File: src/rtl/ch1_sweep_pkg.sv
// Shared types and constants for the channel-1 frequency sweep unit.
package ch1_sweep_pkg;

    localparam int unsigned FREQ_W         = 11;
    localparam int unsigned FREQ_MAX       = 2047;
    localparam int unsigned TIMER_W        = 3;
    localparam int unsigned PERIOD0_RELOAD = 8;

    typedef enum logic [1:0] {
        IDLE    = 2'd0,
        CALC    = 2'd1,
        APPLY   = 2'd2,
        RECHECK = 2'd3
    } state_t;

    // Period 0 behaves as 8; in a 3-bit down-counter that wraps to 0, giving 8 ticks.
    function automatic logic [TIMER_W-1:0] reload_val(input logic [2:0] period);
        return (period == 3'd0) ? TIMER_W'(PERIOD0_RELOAD) : period;
    endfunction

endpackage

File: src/rtl/ch1_sweep_alu.sv
// Combinational sweep datapath: shadow +/- (shadow >> shift), one carry bit wide.
module ch1_sweep_alu
    import ch1_sweep_pkg::*;
#(
    parameter int unsigned FREQ_W = ch1_sweep_pkg::FREQ_W
) (
    input  logic [FREQ_W-1:0] shadow,
    input  logic [2:0]        shift,
    input  logic              negate,
    output logic [FREQ_W:0]   sum_c
);

    logic [FREQ_W-1:0] delta;

    assign delta = shadow >> shift;

    // delta never exceeds shadow, so the subtraction cannot underflow.
    always_comb begin
        if (negate) begin
            sum_c = {1'b0, shadow - delta};
        end else begin
            sum_c = {1'b0, shadow} + {1'b0, delta};
        end
    end

endmodule

File: src/rtl/ch1_sweep.sv
// Channel-1 frequency sweep: period timer, shadow register and overflow checking.
module ch1_sweep
    import ch1_sweep_pkg::*;
#(
    parameter int unsigned FREQ_W   = ch1_sweep_pkg::FREQ_W,
    parameter int unsigned FREQ_MAX = ch1_sweep_pkg::FREQ_MAX
) (
    input  logic              dyfa_1mhz,
    input  logic              napu_reset,
    input  logic [6:0]        nff10,
    input  logic [FREQ_W-1:0] freq_in,
    input  logic              ch1_restart,
    input  logic              sweep_tick,
    output logic [FREQ_W-1:0] freq_out,
    output logic              freq_load,
    output logic              sweep_off,
    output logic              busy
);

    localparam logic [FREQ_W:0] SUM_MAX = (FREQ_W+1)'(FREQ_MAX);

    logic [2:0]         period;
    logic [2:0]         shift;
    logic               negate;

    state_t             state_q, state_d;
    logic [FREQ_W-1:0]  shadow_q, shadow_d;
    logic [TIMER_W-1:0] timer_q, timer_d;
    logic               sweep_en_q, sweep_en_d;
    logic [FREQ_W:0]    sum_q, sum_d;
    logic               recheck_q, recheck_d;
    logic               run_q;
    logic [FREQ_W-1:0]  freq_out_d;
    logic               freq_load_d;
    logic               sweep_off_d;

    logic [FREQ_W:0]    alu_sum;
    logic [TIMER_W-1:0] timer_dec;
    logic               timer_hit;
    logic               overflow;

    // NR10 arrives inverted from the register file.
    assign {period, negate, shift} = ~nff10;

    assign timer_dec = TIMER_W'(timer_q - TIMER_W'(1));
    assign timer_hit = (timer_dec == '0);
    assign overflow  = (sum_q > SUM_MAX);

    ch1_sweep_alu #(
        .FREQ_W (FREQ_W)
    ) u_alu (
        .shadow (shadow_q),
        .shift  (shift),
        .negate (negate),
        .sum_c  (alu_sum)
    );

    // State register and all registered outputs.
    always_ff @(posedge dyfa_1mhz or negedge napu_reset) begin
        if (!napu_reset) begin
            state_q    <= IDLE;
            shadow_q   <= '0;
            timer_q    <= '0;
            sweep_en_q <= 1'b0;
            sum_q      <= '0;
            recheck_q  <= 1'b0;
            run_q      <= 1'b0;
            freq_out   <= '0;
            freq_load  <= 1'b0;
            sweep_off  <= 1'b0;
            busy       <= 1'b0;
        end else begin
            state_q    <= state_d;
            shadow_q   <= shadow_d;
            timer_q    <= timer_d;
            sweep_en_q <= sweep_en_d;
            sum_q      <= sum_d;
            recheck_q  <= recheck_d;
            run_q      <= 1'b1;
            freq_out   <= freq_out_d;
            freq_load  <= freq_load_d;
            sweep_off  <= sweep_off_d;
            busy       <= (state_d != IDLE);
        end
    end

    // Next-state and output logic; restart overrides everything, first edge after reset is inert.
    always_comb begin
        state_d     = state_q;
        shadow_d    = shadow_q;
        timer_d     = timer_q;
        sweep_en_d  = sweep_en_q;
        sum_d       = sum_q;
        recheck_d   = recheck_q;
        freq_out_d  = freq_out;
        freq_load_d = 1'b0;
        sweep_off_d = 1'b0;

        if (!run_q) begin
            state_d = IDLE;
        end else if (ch1_restart) begin
            shadow_d   = freq_in;
            timer_d    = reload_val(period);
            sweep_en_d = (period != 3'd0) || (shift != 3'd0);
            recheck_d  = 1'b1;
            state_d    = (shift != 3'd0) ? CALC : IDLE;
        end else begin
            if (sweep_tick) begin
                timer_d = timer_hit ? reload_val(period) : timer_dec;
            end

            case (state_q)
                IDLE: begin
                    if (sweep_tick && timer_hit && sweep_en_q && (period != 3'd0)) begin
                        recheck_d = 1'b0;
                        state_d   = CALC;
                    end
                end
                CALC: begin
                    sum_d   = alu_sum;
                    state_d = recheck_q ? RECHECK : APPLY;
                end
                APPLY: begin
                    if (overflow) begin
                        sweep_off_d = 1'b1;
                        state_d     = IDLE;
                    end else if (shift != 3'd0) begin
                        shadow_d    = sum_q[FREQ_W-1:0];
                        freq_out_d  = sum_q[FREQ_W-1:0];
                        freq_load_d = 1'b1;
                        recheck_d   = 1'b1;
                        state_d     = CALC;
                    end else begin
                        state_d = IDLE;
                    end
                end
                RECHECK: begin
                    sweep_off_d = overflow;
                    state_d     = IDLE;
                end
                default: begin
                    state_d = IDLE;
                end
            endcase
        end
    end

endmodule

File: config.mk
export PLATFORM = sky130hd
export DESIGN_NAME = ch1_sweep
export DESIGN_NICKNAME = d
export VERILOG_FILES = /design/src/rtl/ch1_sweep_pkg.sv /design/src/rtl/ch1_sweep_alu.sv /design/src/rtl/ch1_sweep.sv
export SDC_FILE = /design/constraint.sdc
export NUM_CORES = 1
export LEC_CHECK = 0
export CELL_PAD_IN_SITES_DETAIL_PLACEMENT = 0
export CELL_PAD_IN_SITES_GLOBAL_PLACEMENT = 1
export CORE_MARGIN = 2
export CORE_UTILIZATION = 45
export CTS_CLUSTER_DIAMETER = 80
export DETAILED_ROUTE_END_ITERATION = 16
export PLACE_DENSITY = 0.82
export SETUP_SLACK_MARGIN = 0.4
export SYNTH_ARGS = -nofsm -noshare
export SYNTH_HDL_FRONTEND = slang
export SYNTH_SLANG_ARGS = --single-unit
File: constraint.sdc
create_clock -name dyfa_1mhz -period 6.9 [get_ports dyfa_1mhz]
set_input_delay 1.035 -clock dyfa_1mhz [delete_from_list [all_inputs] [get_ports dyfa_1mhz]]
set_output_delay 1.035 -clock dyfa_1mhz [all_outputs]
set_load 0.02 [all_outputs]
==> summary.txt, run 1 <==
Timing
  – Worst-margin pin slew: 1039 ps
  – Fmax: 231.8 MHz
  – WHS: 475.3 ps
  – Setup violators final: 0
  – Final Hold Fails: 0
  – RSZ-0062 raised after global routing: false
  – Crit share post-route: 62.52%
  – Slew Viols, Final: 0
  – Max_slew headroom: 30.51%
  – TNS Setup: 0 ps
  – Layout Skew: 7.554 ps
  – Setup slack after layout: 2586 ps
  – Fin crit period: 4314 ps

Clock network
  – TritonCTS Buffers: 5
  – Clock Pin Slew Worst Setup and Hold Paths: 90 ps
  – Root Driver: clkbuf_8
  – Post-CTS resize count: 0
  – Post-CTS setup repair buffer count: 0
  – CTS tree: yes
  – Clk_lat worst skew: 300 ps
  – Max H-tree Level: 2
  – Clock buffer depth: 2
  – Post-CTS Hold Buffers: 0
  – CTS Sinks: 45

Yosys
  – Yosys cell types: 56
  – Synth Area per Inst: 8.371 µm²
  – Ranking of synthesized cells by area: dfrtp_1 34%, nand2_1 9.1%, ha_1 8.8%
  – Sequential area share after synthesis: 34.40%
  – Post-synthesis register bit count: 45
  – Synth Cell Area: 0.003273 mm²
  – Async S/R FF share, synth: 100.0%
  – Synth Warn #: 0
  – Top_reg_cell synth: dfrtp_1
  – Synth Instances: 391
  – Top-count cell post-synth: nand2_1
  – Post-synth top area share: 34.40%
  – Number of flops mapped to enable cells by yosys: 0
  – Dominant cell type by area after synthesis: dfrtp_1
  – Syn nets: 438
  – Top post-synthesis cells by count: 79 x nand2_1, 45 x dfrtp_1, 37 x o21ai_0

Placement
  – Port Buffers: 35
  – Post-DP HPWL: 5834 µm
  – Pre-CTS setup slack: 2320 ps
  – Gpl congestion: 0.8721

Run
  – Max-Cap Viols: 0

Worst setup path
  – CP startpoint kind: primary input
  – Crit-path max FO: 14
  – Critical path endpoint category: register
  – Slowest stage cell on the critical path: clkdlybuf4s50_1
  – Critical Path RT: 7130 ps
  – Cells along the critical path: clkdlybuf4s50_1, mux2_2, nand2_1, o21ai_0, mux2i_1, ha_1, or3b_4, a31oi_4, nor2_2, o41ai_2, a211oi_1, o22ai_1
  – Critical Path Max Stage Delay: 870 ps
  – CP arrival: 4540 ps
  – CP Class: in -> reg

Die
  – Site row count: 31
  – # IOs: 36
  – CORE AREA: 0.007137 mm²
  – Die height: 89.29 µm
  – Die width: 89.29 µm
  – Die footprint: 0.007972 mm²
  – Starting Density: 45.86%

Power and ir drop
  – P_leak: 1.796 nW
  – Pwr Density: 295.2 mW/mm²
  – Peak supply drop: 0.1214 mV

Global route
  – All-layer global routing usage: 20.69%
  – Initial antenna violation count: 0
  – Remaining global-route overflow: 0
  – Pin count of the biggest net entering global routing: 46
  – First-pass GRT wire length: 12650 µm
  – Number of global-route vias before repair: 2659

Drt
  – DRT Pass-1 Iters: 4
  – Vias per std cell: 5.366
  – WL final: 7612 µm
  – Starting DRT DRC Count: 171
  – DRC viols: 0
  – Via Count: 2753
  – Wire per inst: 14.84 µm
  – Post-route ant nets: 0

Final layout
  – Fraction of layout cells with a size suffix above 1: 6.039%
  – Area Overhead vs Synth: 14.03%
  – Final Util: 52.30%
  – Diodes inserted: 0
  – Fin nets: 460

Outcome
  – Status: finished, final reports clean

Worst hold path
  – Tightest Hold Check Type: reg -> reg
==> critical path: cells and delay by family <==
| kind | cells | cell delay (ps) |
|---|---|---|
| adder cells (fa/ha/maj) | 1 | 360 |
| multiplexers | 2 | 660 |
| buffers and inverters | 1 | 870 |
| AO/OA/AOI/OAI | 5 | 1040 |
| AND/OR/NAND/NOR | 3 | 570 |
==> where the power goes <==
group / total (mW) / switching [mW] / internal (mW)
combinational: 0.518 / 0.292 / 0.226
clock: 0.166 / 0.0947 / 0.0711
sequential: 0.417 / 0.0819 / 0.336
==> area by class of cell <==
class / instances / area, µm²
Clock buffer: 5 / 68.82
Clock inverter: 3 / 22.52
Fill cell: 720 / 3405
Inverter: 30 / 112.6
Multi-Input combinational cell: 295 / 1926
Sequential cell: 45 / 1126
Tap cell: 99 / 123.9
Timing Repair Buffer: 36 / 352.8
==> routing by layer <==
metal / track usage [%] / routed length, µm / up-vias
met1: 27.45 / 3541 / 1286
met4: 8.955 / 244 / 0
met5: 0 / 0 / -
met3: 3.139 / 367 / 19
met2: 33.54 / 3458 / 76
li1: - / - / 1372
==> registers in the layout, indices dropped and copies added (netlist names) <==
name and cells:
shadow_q 11, run_q 1, timer_q 3, sum_q 12
recheck_q 1, freq_out 11, sweep_off 1, sweep_en_q 1
busy 1, freq_load 1, state_q 2
==> final timing paths <==
| check | start | endpoint | slack, ps | depth (start not counted) |
|---|---|---|---|---|
| hold reg to reg | freq_out[2] | freq_out[2] | 480 | 2 |
| setup reg to reg | shadow_q[6] | sum_q[11] | 3810 | 10 |
| hold / removal | freq_out[2] | freq_out[2] | 480 | 2 |
| min in group asynchronous | napu_reset | timer_q[0] | 900 | 1 |
| setup / recovery | nff10[1] | sum_q[11] | 2590 | 12 |
| max in group asynchronous | napu_reset | shadow_q[3] | 5380 | 1 |
==> placed cells by master, fill, tap and decap left out, types with 2 or more instances in the layout <==
cell type and count:
dfrtp_1 45, nand2_1 79, o31ai_1 2, nand3_1 6, nor2b_1 7, clkbuf_8 5
a31oi_1 2, o211a_1 2, clkinvlp_4 3, nand4_1 2, a41oi_1 3, o211ai_1 3
mux2i_1 22, inv_1 30, a21o_1 2, clkdlybuf4s50_1 34, fa_1 2, xnor2_1 4
nand2b_1 3, nor3_1 5, or3_1 3, and2_1 4, ha_1 23, a21oi_1 16
and3_1 2, nor2_1 22, o21a_1 4, a211oi_1 5, o21ai_0 36, mux2_2 6
xor2_1 4, o21ai_1 3
==> stage by stage <==
| step | instances | power [mW] | area [µm²] |
|---|---|---|---|
| floorplan | 391 | 0.7933 | 3273 |
| finish | 513 | 1.102 | 3732 |
| CTS | 513 | 1.109 | 3732 |
| global placement | 505 | 0.9324 | 3641 |
| detailed placement | 505 | 0.9398 | 3641 |
| global route | 513 | 1.197 | 3732 |
==> logic make-up after synthesis <==
| group | synth area share (%) |
|---|---|
| buffers and inverters | 6.766 |
| adders and majority gates | 10.02 |
| AOI/OAI and AO/OA | 18.01 |
| other | 0.1146 |
| and+or+nand+nor | 19.76 |
| muxes | 8.792 |
| xor gates and xnor gates | 2.140 |
| DFF | 34.40 |
(Power assumes the default switching activity.)
==> inputs of run 2 (changes only) <==
- CORE_UTILIZATION: 45 -> 39
- PLACE_DENSITY: 0.82 -> 0.75
- clock period: 6.9 -> 3.69 ns (I/O delays scaled with it)
==> run 2 against run 1 <==
Compared with the run above: combinational power increased by 130%; first-iteration DRC count decreased by 20%; largest cell class unchanged; routed wire length increased by 9.7%; critical endpoint is now sum_q[10].
==> summary.txt, run 2 (synthesized netlist as in run 1, its figures left out) <==
Placement
  – Cells after DPL: 545
  – Pre-CTS setup slack: -206.5 ps
  – Gpl congestion: 0.9109
  – Post-DP HPWL: 6435 µm
  – Port Buffers: 35

Die
  – Site row count: 33
  – Die height: 95.61 µm
  – Die footprint: 0.009141 mm²
  – Starting Density: 40.04%
  – Die width: 95.61 µm
  – # IOs: 36
  – CORE AREA: 0.008175 mm²

Drt
  – Vias per std cell: 5.135
  – DRC viols: 0
  – WL final: 8352 µm
  – DRT Pass-1 Iters: 4
  – Wire per inst: 15.05 µm
  – Post-route ant nets: 0
  – Via Count: 2850
  – Starting DRT DRC Count: 137

Timing
  – Setup violators final: 0
  – Layout Skew: 7.738 ps
  – Max_slew headroom: 33.06%
  – Fin crit period: 3154 ps
  – RSZ-0062 raised after global routing: false
  – Fmax: 317.1 MHz
  – Setup slack after layout: 536.0 ps
  – Slew Viols, Final: 0
  – Worst-margin pin slew: 1004 ps
  – Final Hold Fails: 0
  – Crit share post-route: 85.47%
  – WHS: 415.3 ps

Final layout
  – Seq. cell area: 0.001126 mm²
  – Final Util: 50.20%
  – Most frequent cells in the layout: 79 x nand2_1, 45 x dfrtp_1, 36 x buf_4, 33 x o21ai_0, 32 x clkdlybuf4s50_1
  – Commonest non-fill, non-tap cell in the layout: nand2_1
  – Footprint of the multi-input gates: 0.001994 mm²
  – Largest Register: sum_q
  – Max FFs per register: 12
  – Fin nets: 497
  – Non-filler cells in the finished layout: 555
  – Fill count: 804
  – Area Overhead vs Synth: 25.38%
  – Largest regs: sum_q x12, freq_out x11, shadow_q x11
  – Diodes inserted: 0
  – Fraction of layout cells with a size suffix above 1: 16.22%

Worst setup path
  – CP startpoint kind: primary input
  – Critical R2R Launch: shadow_q[6]
  – Crit-path max FO: 8
  – CP Class: in -> reg
  – CP arrival: 3390 ps
  – Critical path origin: nff10[1]
  – Critical path endpoint category: register
  – Critical Path RT: 3920 ps

Global route
  – Remaining global-route overflow: 0
  – All-layer global routing usage: 19.59%
  – Initial antenna violation count: 0
  – Pin count of the biggest net entering global routing: 46
  – First-pass GRT wire length: 13790 µm
  – Number of global-route vias before repair: 2735

Clock network
  – Clock Pin Slew Worst Setup and Hold Paths: 90 ps
  – CTS Sinks: 45
  – Post-CTS Hold Buffers: 0
  – CTS tree: yes
  – Clk_lat worst skew: 300 ps
  – Clock buffer depth: 2
  – TritonCTS Buffers: 5
  – Max H-tree Level: 2
  – Root Driver: clkbuf_8

Power and ir drop
  – P_leak: 2.005 nW
  – Total Power: 2.318 mW
  – Pwr Density: 564.9 mW/mm²
  – Peak supply drop: 0.2441 mV

Outcome
  – Status: finished, final reports clean

Run
  – Max-Cap Viols: 0

Worst hold path
  – Tightest Hold Check Type: in -> async
[run 2: layout make-up]
class	count	share of cell area [%]
inverter	30	2.744
clock inverter	2	0.8537
clock buffer	5	1.677
timing repair buffer	73	15.49
tap	105	3.201
sequential	45	27.44
multi-input combinational	295	48.60
[run 2: worst max-delay path, stage by stage]
cell,delay (ps)
clkbuf_2,140
buf_6,150
mux2_2,340
o21a_1,180
buf_4,120
nand2_1,50
o21a_1,170
ha_2,330
or4_4,500
o31ai_2,200
a222oi_1,100
buf_4,160
or3_1,300
nand3_1,70
[run 2: stage by stage]
step | TNS, ps | instance area, µm²
CTS | 0 | 4039
global placement | -520.0 | 3904
detailed placement | -821.9 | 3904
floorplan | 0 | 3273
global route | 0 | 4104
finish | 0 | 4104
[run 2: final timing paths]
path	endpoint	depth (start not counted)	slack, ps
setup / recovery	sum_q[10]	14	540
hold / removal	timer_q[0]	1	420
setup reg to reg	sum_q[10]	12	610
hold reg to reg	freq_out[5]	2	480
max in group asynchronous	sum_q[6]	1	2650
min in group dyfa_1mhz	freq_out[5]	2	480
[run 2: report_power, final]
group          total (mW)  internal, mW  switching, mW
Combinational        1.17         0.551          0.619
Clock               0.366         0.197          0.169
Sequential          0.782         0.627          0.155
Total                2.32          1.38          0.943
[run 2: metal layers]
metal	vias to the layer above	track usage [%]	part of all wire, %
li1	1449	-	-
met1	1338	26.77	49
met2	53	31.93	46
met3	10	2.055	2.8
met4	0	7.381	2.2
met5	-	0	0
[run 2: timing repair]
action	in CTS	in global routing
gates resized for setup	5	16
pin swaps	1	5
endpoints found under the setup margin	7	7
hold endpoints to repair	0	0
setup buffers	2	1
